### config.mk
export PLATFORM = sky130hd
export DESIGN_NAME = writeback_queue
export DESIGN_NICKNAME = d
export VERILOG_FILES = /design/src/rtl/writeback_queue_pkg.sv /design/src/rtl/writeback_queue_match.sv /design/src/rtl/writeback_queue.sv
export SDC_FILE = /design/constraint.sdc
export NUM_CORES = 1
export LEC_CHECK = 0
export BUFFER_PORTS_ARGS = -buffer_cell sky130_fd_sc_hd__buf_2
export CAP_MARGIN = 15
export CORE_MARGIN = 2
export CORE_UTILIZATION = 50
export DETAILED_ROUTE_END_ITERATION = 8
export GPL_ROUTABILITY_DRIVEN = 0
export HOLD_SLACK_MARGIN = 0.08
export PLACE_DENSITY = 0.67
export SYNTH_ARGS = -nofsm -noshare
export SYNTH_HDL_FRONTEND = slang
export SYNTH_SLANG_ARGS = --single-unit
### constraint.sdc
create_clock -name clk -period 5.5 [get_ports clk]
set_clock_uncertainty 0.15 [all_clocks]
set_input_delay 1.1 -clock clk [delete_from_list [all_inputs] [get_ports clk]]
set_output_delay 1.1 -clock clk [all_outputs]
set_load 0.01 [all_outputs]
### src/rtl/writeback_queue_pkg.sv
// writeback_queue_pkg: shared register types and the writeback entry record
package writeback_queue_pkg;
  localparam int REG_ADDRESS_WIDTH = 5;
  localparam int REG_WIDTH = 32;
  typedef logic [REG_ADDRESS_WIDTH-1:0] RegAddress;
  typedef logic [REG_WIDTH-1:0] Reg;
  typedef struct packed {
    RegAddress addr;
    Reg        data;
  } WbEntry;
endpackage

### src/rtl/writeback_queue_match.sv
// wb_match: youngest-first associative lookup of stored entries against one query address
// data output exists only when WB_FORWARD_EN is defined
module wb_match
  import writeback_queue_pkg::*;
#(
  parameter int DEPTH = 4,
  localparam int PW = $clog2(DEPTH),
  localparam int CW = $clog2(DEPTH + 1)
) (
  input  logic [PW-1:0]         rd_ptr,
  input  logic [CW-1:0]         count,
  input  RegAddress [DEPTH-1:0] addrs,
`ifdef WB_FORWARD_EN
  input  Reg [DEPTH-1:0]        datas,
  output Reg                    data,
`endif
  input  RegAddress             query,
  output logic                  pending
);
  // walk oldest to youngest so the last hit wins
  always_comb begin
    pending = 1'b0;
`ifdef WB_FORWARD_EN
    data = '0;
`endif
    for (int i = 0; i < DEPTH; i++)
      if (CW'(i) < count && query != '0 && addrs[rd_ptr + PW'(i)] == query) begin
        pending = 1'b1;
`ifdef WB_FORWARD_EN
        data = datas[rd_ptr + PW'(i)];
`endif
      end
  end
endmodule

### src/rtl/writeback_queue.sv
// writeback_queue: in-order result FIFO (two pushes, one pop per cycle) feeding the register file
// optional operand forwarding enabled by defining WB_FORWARD_EN
module writeback_queue
  import writeback_queue_pkg::*;
#(
  parameter int DEPTH = 4,
  localparam int PW = $clog2(DEPTH),
  localparam int CW = $clog2(DEPTH + 1)
) (
  input  logic          clk,
  input  logic          rst_n,
  input  logic          mem_valid,
  output logic          mem_ready,
  input  RegAddress     mem_addr,
  input  Reg            mem_data,
  input  logic          alu_valid,
  output logic          alu_ready,
  input  RegAddress     alu_addr,
  input  Reg            alu_data,
  output logic          rf_write_enable,
  output RegAddress     rf_addr_write,
  output Reg            rf_data,
  input  RegAddress     query_addr1,
  input  RegAddress     query_addr2,
  output logic          pending1,
  output logic          pending2,
`ifdef WB_FORWARD_EN
  output Reg            fwd_data1,
  output Reg            fwd_data2,
`endif
  output logic [CW-1:0] count
);
  WbEntry [DEPTH-1:0] entries;
  RegAddress [DEPTH-1:0] addrs;
  logic [PW-1:0] rd_ptr, wr_ptr;
  logic [CW-1:0] free;
  logic mem_push, alu_push, pop;
  // ready ignores the same-cycle pop, and the alu port leaves room for a concurrent load
  assign free = CW'(DEPTH) - count;
  assign mem_ready = rst_n && free >= CW'(1);
  assign alu_ready = rst_n && (mem_valid ? free >= CW'(2) : free >= CW'(1));
  assign mem_push = mem_valid && mem_ready && mem_addr != '0;
  assign alu_push = alu_valid && alu_ready && alu_addr != '0;
  assign pop = count != '0;
  assign rf_write_enable = pop;
  assign rf_addr_write = pop ? entries[rd_ptr].addr : '0;
  assign rf_data = pop ? entries[rd_ptr].data : '0;
  always_ff @(posedge clk or negedge rst_n)
    if (!rst_n) begin
      count <= '0;
      rd_ptr <= '0;
      wr_ptr <= '0;
    end else begin
      count <= count + CW'(mem_push) + CW'(alu_push) - CW'(pop);
      rd_ptr <= rd_ptr + PW'(pop);
      wr_ptr <= wr_ptr + PW'(mem_push) + PW'(alu_push);
    end
  // the load is the older instruction, so it takes the earlier slot
  always_ff @(posedge clk) begin
    if (mem_push) entries[wr_ptr] <= '{mem_addr, mem_data};
    if (alu_push) entries[wr_ptr + PW'(mem_push)] <= '{alu_addr, alu_data};
  end
  always_comb
    for (int i = 0; i < DEPTH; i++) addrs[i] = entries[i].addr;
`ifdef WB_FORWARD_EN
  Reg [DEPTH-1:0] datas;
  always_comb
    for (int i = 0; i < DEPTH; i++) datas[i] = entries[i].data;
  wb_match #(.DEPTH(DEPTH)) u_match1 (.rd_ptr(rd_ptr), .count(count), .addrs(addrs), .datas(datas),
    .data(fwd_data1), .query(query_addr1), .pending(pending1));
  wb_match #(.DEPTH(DEPTH)) u_match2 (.rd_ptr(rd_ptr), .count(count), .addrs(addrs), .datas(datas),
    .data(fwd_data2), .query(query_addr2), .pending(pending2));
`else
  wb_match #(.DEPTH(DEPTH)) u_match1 (.rd_ptr(rd_ptr), .count(count), .addrs(addrs),
    .query(query_addr1), .pending(pending1));
  wb_match #(.DEPTH(DEPTH)) u_match2 (.rd_ptr(rd_ptr), .count(count), .addrs(addrs),
    .query(query_addr2), .pending(pending2));
`endif
endmodule

==> results of run 1 <==
==> registers in the layout (all words and copies together) (netlist names) <==
signal,flops
rd_ptr,2
entries,128
count,3
wr_ptr,2
addrs,20
==> cell families (layout without fill, tap and decap cells) <==
kind of cell | Yosys count | count (layout) | share of synthesized area (%)
xor gates and xnor gates | 45 | 45 | 4.42
buffers and inverters | 106 | 197 | 5.09
adders and majority gates | 12 | 12 | 1.73
AOI/OAI and AO/OA | 134 | 134 | 7.69
DFF | 155 | 155 | 34.5
muxes | 222 | 222 | 32.2
and+or+nand+nor | 206 | 206 | 14.3
==> cell type report <==
cell class | count | area share (%)
Multi-Input combinational cell | 619 | 53.2
Sequential cell | 155 | 30.1
Clock buffer | 22 | 4.35
Inverter | 11 | 0.395
Timing Repair Buffer | 156 | 8.05
Tap cell | 229 | 2.74
Clock inverter | 8 | 1.16
==> cells in the final DEF, fill, tap and decap left out, types with 16 or more instances in the layout <==
master / count
dfxtp_1: 148
buf_2: 132
mux2_1: 20
nand4_1: 73
a21oi_1: 65
mux2_2: 21
xnor2_1: 27
o21ai_1: 28
mux4_2: 46
clkbuf_16: 17
mux2i_1: 130
and2_1: 38
buf_4: 24
o21ai_0: 36
xor2_1: 16
nor4_1: 67
==> worst reg2reg max path: stages, from the launching register on <==
cell and delay, ps:
dfrtp_1 470, inv_1 120, ha_1 220, ha_1 270, nand2b_1 60, o31ai_1 200, buf_4 210, nor2_1 100
ha_4 590, inv_1 260, nor3_4 610, buf_4 380, o21ai_0 140
==> power by group through the flow <==
stage	clock [uW]	sequential, uW	combinational (uW)
6_report	1160	2180	3900
5_1_grt	1230	2260	4250
4_1_cts	1180	2170	3910
3_5_place_dp	0	2190	3900
3_3_place_gp	0	2170	3840
2_1_floorplan	0	1990	3020
==> path summary, 6_finish.rpt <==
kind	from	slack [ps]	end	cells past startpoint
max	rd_ptr[1]$_DFF_PN0_	1300	pending2	6
min	entries[67]$_DFF_P_	370	entries[67]$_DFF_P_	2
max reg2reg	count[0]$_DFF_PN0_	1590	entries[48]$_DFF_P_	12
min reg2reg	entries[67]$_DFF_P_	370	entries[67]$_DFF_P_	2
max in group asynchronous	rst_n	4590	rd_ptr[0]$_DFF_PN0_	1
min in group asynchronous	rst_n	390	wr_ptr[0]$_DFF_PN0_	1
==> Yosys cell counts, drive strengths merged, types with 11 or more instances <==
master / instances / area, um^2
o21ai: 65 / 337
ha: 11 / 138
mux2i: 130 / 1300
and2: 38 / 238
xor2: 16 / 140
mux4: 51 / 1170
buf: 40 / 215
nor4: 69 / 432
inv: 11 / 41.3
nand4: 73 / 457
mux2: 41 / 462
a21oi: 65 / 325
dfxtp: 148 / 2960
clkbuf: 55 / 206
xnor2: 29 / 262
==> routing by layer <==
layer	global-route usage, %	part of all wire (%)	vias to the layer above
li1	-	-	3534
met1	35.3	44	3767
met3	3.97	5.9	33
met4	9.62	1.7	0
met2	42.2	48	295
met5	0	0	-
==> metrics by stage <==
step           hold slack (ps)  setup WS (ps)  instances
3_3_place_gp               353           1220       1170
2_1_floorplan              334           1860        880
5_1_grt                    383           1140       1200
6_report                   374           1300       1200
3_5_place_dp               361           1120       1170
4_1_cts                    376           1290       1200
==> summary.txt, run 1 <==
Yosys
  • Post-synth ARST share: 4.52%
  • Ys Warns: 0
  • Syn avg cell area: 10.3 um^2
  • Sequential area share after synthesis: 34.5%
  • Seq cells post-synth: 155
  • Post-synth EDFFs: 0
  • Post-synth net total: 980
  • Yosys cell types: 41
  • Mapped cell area: 9090 um^2
  • Ys flop type: dfxtp_1
  • Post-Syn Instances: 880

Pwr
  • Switching Share: 40.2%
  • Clk pwr share: 16.1%
  • Total power: 7240 uW
  • Internal power: 4330 uW
  • Sw Pwr: 2910 uW
  • Comb pwr share: 53.9%
  • PD cells: 693 nW/um^2
  • Flop pwr share: 30.1%
  • Worst vdd ir: 0.420 mV
  • Pleak: 0.00376 uW

Setup path
  • Critical path capture point type: output pin
  • Worst Path Required: 4250 ps
  • Critical path buffers and inverters: 1
  • Crit Path Category: reg2out
  • Crit-path max cell delay: 830 ps
  • Critical Path AT: 2950 ps
  • Critical path startpoint category: flip-flop
  • Worst-path cell chain: mux4_2 -> xnor2_1 -> nand4_1 -> or4_1 -> nand4_1 -> buf_2
  • Worst Path Max Fanout: 28
  • Crit path top cell by count: nand4_1
  • CP delay by family, top: flip-flops
  • Worst path slowest cell: dfrtp_2

Route
  • DRT Wirelength: 25.1 mm
  • Drt via density: 6.36
  • DR pass1 iterations: 5
  • DR iter-0 viols: 684
  • Antenna viol nets, final: 0
  • Via count: 7629
  • # DRC: 0
  • DR WL/cell: 20.9 um

Layout
  • Fraction of layout instances using a drive strength above 1: 27.5%
  • Layout fillers: 1579
  • P&R area growth vs syn: 14.9%
  • Footprint of the multi-input gates: 5560 um^2
  • Final Util: 58.4%
  • Storage element area: 3140 um^2
  • Final #Nets: 1060
  • N_diodes: 0
  • Fin area: 10400 um^2

STA
  • Period utilisation layout: 76.4%
  • Final Critical Period: 4200 ps
  • RSZ-0062 raised after global routing: false
  • Setup TNS: 0 ps
  • Final setup violation count: 0
  • FMAX: 238 MHz
  • Final hold violation count: 0
  • Slew HR: 42.9%
  • Slew at the pin with the worst max-slew slack: 857 ps
  • Slew Limit Fails: 0

CTS
  • Htree depth: 4
  • CTS tree: yes
  • Reg clk slew, reported paths: 60 ps
  • Clk_lat worst skew: 420 ps
  • Root Driver: clkbuf_16
  • TritonCTS buffer count: 17
  • Hold Buf Count CTS: 0
  • Num Clock Sinks: 155
  • Setup bufs post-CTS: 0
  • PostCTS Resize Cnt: 0
  • Clk buf depth: 2

Global routing
  • GRT Overall Usage: 26.0%
  • Total grt overflow: 0
  • Largest net degree at the start of global routing: 85
  • Initial antenna violation count: 0
  • First-pass GRT wire length: 40.6 mm
  • Vias in the first global route: 7495

Floorplanning
  • Area of the core: 17900 um^2
  • I/O pin cnt: 133
  • Die X: 139 um
  • DIE HEIGHT: 139 um
  • Cell row count: 49
  • Die area: 19300 um^2
  • Starting Density: 50.8%

Placement
  • Placed Area: 9870 um^2
  • PortBufs: 132
  • DP HPWL: 15.6 mm

Min path
  • HP Class: reg2reg

Flow run
  • Max-cap violations: 0

Outcome
  • Run status: finished, final reports clean
No activity file was read; power rests on OpenSTA's default activity.
==> run 2, diff against run 1 <==
--- a/config.mk
+++ b/config.mk
@@ -12,7 +12,7 @@
 export DETAILED_ROUTE_END_ITERATION = 8
 export GPL_ROUTABILITY_DRIVEN = 0
 export HOLD_SLACK_MARGIN = 0.08
-export PLACE_DENSITY = 0.67
+export PLACE_DENSITY = 0.7
 export SYNTH_ARGS = -nofsm -noshare
 export SYNTH_HDL_FRONTEND = slang
 export SYNTH_SLANG_ARGS = --single-unit
==> constraint.sdc (replaced) <==
create_clock -name clk -period 3.58 [get_ports clk]
set_clock_uncertainty 0.15 [all_clocks]
set_input_delay 0.716 -clock clk [delete_from_list [all_inputs] [get_ports clk]]
set_output_delay 0.716 -clock clk [all_outputs]
set_load 0.01 [all_outputs]
==> summary.txt, run 2 (synthesis gave the netlist of run 1 again) <==
CTS
  • Num Clock Sinks: 155 (unchanged)
  • Root Driver: clkbuf_16
  • Clk_lat worst skew: 430 ps (about the same)
  • Clk buf depth: 2 (unchanged)
  • Reg clk slew, reported paths: 60 ps (about the same)
  • Htree depth: 4 (unchanged)
  • TritonCTS buffer count: 17 (unchanged)
  • CTS tree: yes

Route
  • DR WL/cell: 21.6 um (+3.2%)
  • # DRC: 0 (unchanged)
  • Via count: 7716 (+1.1%)
  • Drt via density: 6.29 (-1.1%)
  • Antenna viol nets, final: 0 (unchanged)
  • DRT Wirelength: 26.5 mm (+5.5%)
  • DR iter-0 viols: 667 (-2.5%)
  • DR pass1 iterations: 5 (unchanged)

Layout
  • Most common cell after layout, fill and taps aside: dfxtp_1
  • Final #Nets: 1085 (+2.4%)
  • P&R area growth vs syn: 17.5%
  • Final Util: 59.7% (+1.3 points)
  • Top reg by flops: entries
  • Most frequent cells in the layout: 148 x dfxtp_1, 132 x buf_2, 130 x mux2i_1
  • Max FFs per register: 128 (unchanged)
  • Fraction of layout instances using a drive strength above 1: 30.1% (+2.6 points)

Placement
  • PortBufs: 132 (unchanged)
  • DP HPWL: 16.6 mm (+5.9%)

Setup path
  • RR Startpoint: count[1]$_DFF_PN0_
  • Crit Path Category: reg2out
  • Critical path buffers and inverters: 2 (+1)
  • Worst Path Max Fanout: 7 (-75%)
  • Critical Path AT: 2670 ps (-280 ps)
  • Crit path top cell by count: nand4_1
  • Worst-path cell chain: buf_6 -> mux4_2 -> xnor2_1 -> nand4_1 -> or4_1 -> nand4_1 -> buf_2
  • Crit-path max cell delay: 580 ps (-250 ps)
  • Worst path depth: 7 (+1)
  • Critical path startpoint category: flip-flop
  • Reg2Reg Depth: 11 (-1)
  • Worst R2R Setup Slack: 290 ps (-1300 ps)
  • Setup crit end: pending2
  • Worst Path Required: 2710 ps (-1540 ps)
  • CP startpoint: rd_ptr[0]$_DFF_PN0_
  • Worst path slowest cell: mux4_2
  • RR Endpoint: entries[127]$_DFF_P_
  • Critical path capture point type: output pin
  • CP delay by family, top: simple AND/OR/NAND/NOR gates

STA
  • Slew at the pin with the worst max-slew slack: 805 ps (-52.2 ps)
  • Final Critical Period: 3530 ps
  • Setup TNS: 0 ps (unchanged)
  • Period utilisation layout: 98.6%
  • Slew HR: 46.3% (+3.5 points)
  • Final setup violation count: 0 (unchanged)
  • Final hold violation count: 0 (unchanged)
  • RSZ-0062 raised after global routing: false
  • Slew Limit Fails: 0 (unchanged)
  • FMAX: 283 MHz

Floorplanning
  • Die X: 139 um (unchanged)
  • Area of the core: 17900 um^2 (unchanged)
  • Cell row count: 49 (unchanged)
  • DIE HEIGHT: 139 um (unchanged)
  • Starting Density: 50.8% (unchanged)
  • I/O pin cnt: 133 (unchanged)
  • Die area: 19300 um^2 (unchanged)

Pwr
  • Pleak: 0.00390 uW (+3.8%)
  • Worst vdd ir: 0.598 mV (+43%)
  • PD cells: 1080 nW/um^2 (+55%)

Global routing
  • Total grt overflow: 0 (unchanged)
  • Initial antenna violation count: 1 (+1)
  • GRT Overall Usage: 26.8% (+0.86 points)
  • Largest net degree at the start of global routing: 130 (+53%)
  • Vias in the first global route: 7716 (+2.9%)
  • First-pass GRT wire length: 41.7 mm (+2.7%)

Min path
  • HP Class: in2async

Outcome
  • Run status: finished, final reports clean

Flow run
  • Max-cap violations: 0 (unchanged)
[run 2: cell types whose count changed in the layout (fill, tap and decap cells not counted), moves of 2 or more]
cell       change
clkbuf_8       +5
buf_4         +20
buf_6          +3
mux4_2         +4
clkbuf_1       -2
buf_12         +2
mux4_1         -4
bufinv_16      -2
[run 2: area by class of cell]
class / count / area, um^2
fillers: 1564 / 7210
multi-input cells: 619 / 5550
flip-flops and latches: 155 / 3150
repair buffers: 181 / 1060
clock buffers: 26 / 541
well taps: 229 / 287
clock inverters: 5 / 53.8
inverters: 11 / 41.3
diodes: 1 / 2.50
[run 2: routing by layer]
layer  global-route usage [%]  part of all wire (%)
met1                     36.7                    44
met3                     5.39                   5.8
met2                     42.5                    48
met5                        0                     0
met4                     9.78                   2.1
[run 2: worst register-to-register path: cells and delay by family, from the launching register on]
| family | cells | cell delay [ps] |
|---|---|---|
| buffers and inverters | 2 | 560 |
| and+or+nand+nor | 3 | 680 |
| DFF | 1 | 410 |
| adders and majority gates | 3 | 640 |
| AOI/OAI and AO/OA | 2 | 520 |
| xor gates and xnor gates | 1 | 190 |
[run 2: how the worst min path moves through the flow]
stage,slack (ps),start,cells past startpoint,end
floorplan,270,rst_n,0,count[0]$_DFF_PN0_
global placement,350,entries[124]$_DFF_P_,2,entries[124]$_DFF_P_
global route,90,rst_n,2,count[2]$_DFF_PN0_
detailed placement,360,entries[119]$_DFF_P_,2,entries[119]$_DFF_P_
CTS,80,rst_n,2,count[2]$_DFF_PN0_
finish,80,rst_n,2,count[2]$_DFF_PN0_
[run 2: per-stage QoR]
| stage | std cells | total power, uW | cell area, um^2 | hold slack (ps) | worst slack, ps |
|---|---|---|---|---|---|
| floorplan | 880 | 7690 | 9090 | 270 | 147 |
| global placement | 1185 | 9370 | 10000 | 350 | 195 |
| detailed placement | 1185 | 9540 | 10000 | 359 | 112 |
| CTS | 1217 | 11400 | 10600 | 80.2 | 16.2 |
| global route | 1226 | 12200 | 10700 | 91.5 | 14.8 |
| finish | 1227 | 11500 | 10700 | 81.1 | 48.8 |
[run 2: report_power, final]
| group | total, uW | internal (uW) | switching, uW | leakage [uW] |
|---|---|---|---|---|
| logic | 6410 | 3070 | 3340 | 0.00228 |
| clock network | 1810 | 1100 | 701 | 0.000297 |
| registers | 3290 | 2680 | 610 | 0.00133 |
[run 2: what timing repair did]
item	in CTS	in global routing
setup buffers	1	9
hold buffers	0	0
pin swaps	0	1
setup endpoints to repair	2	7
resized for setup	1	8
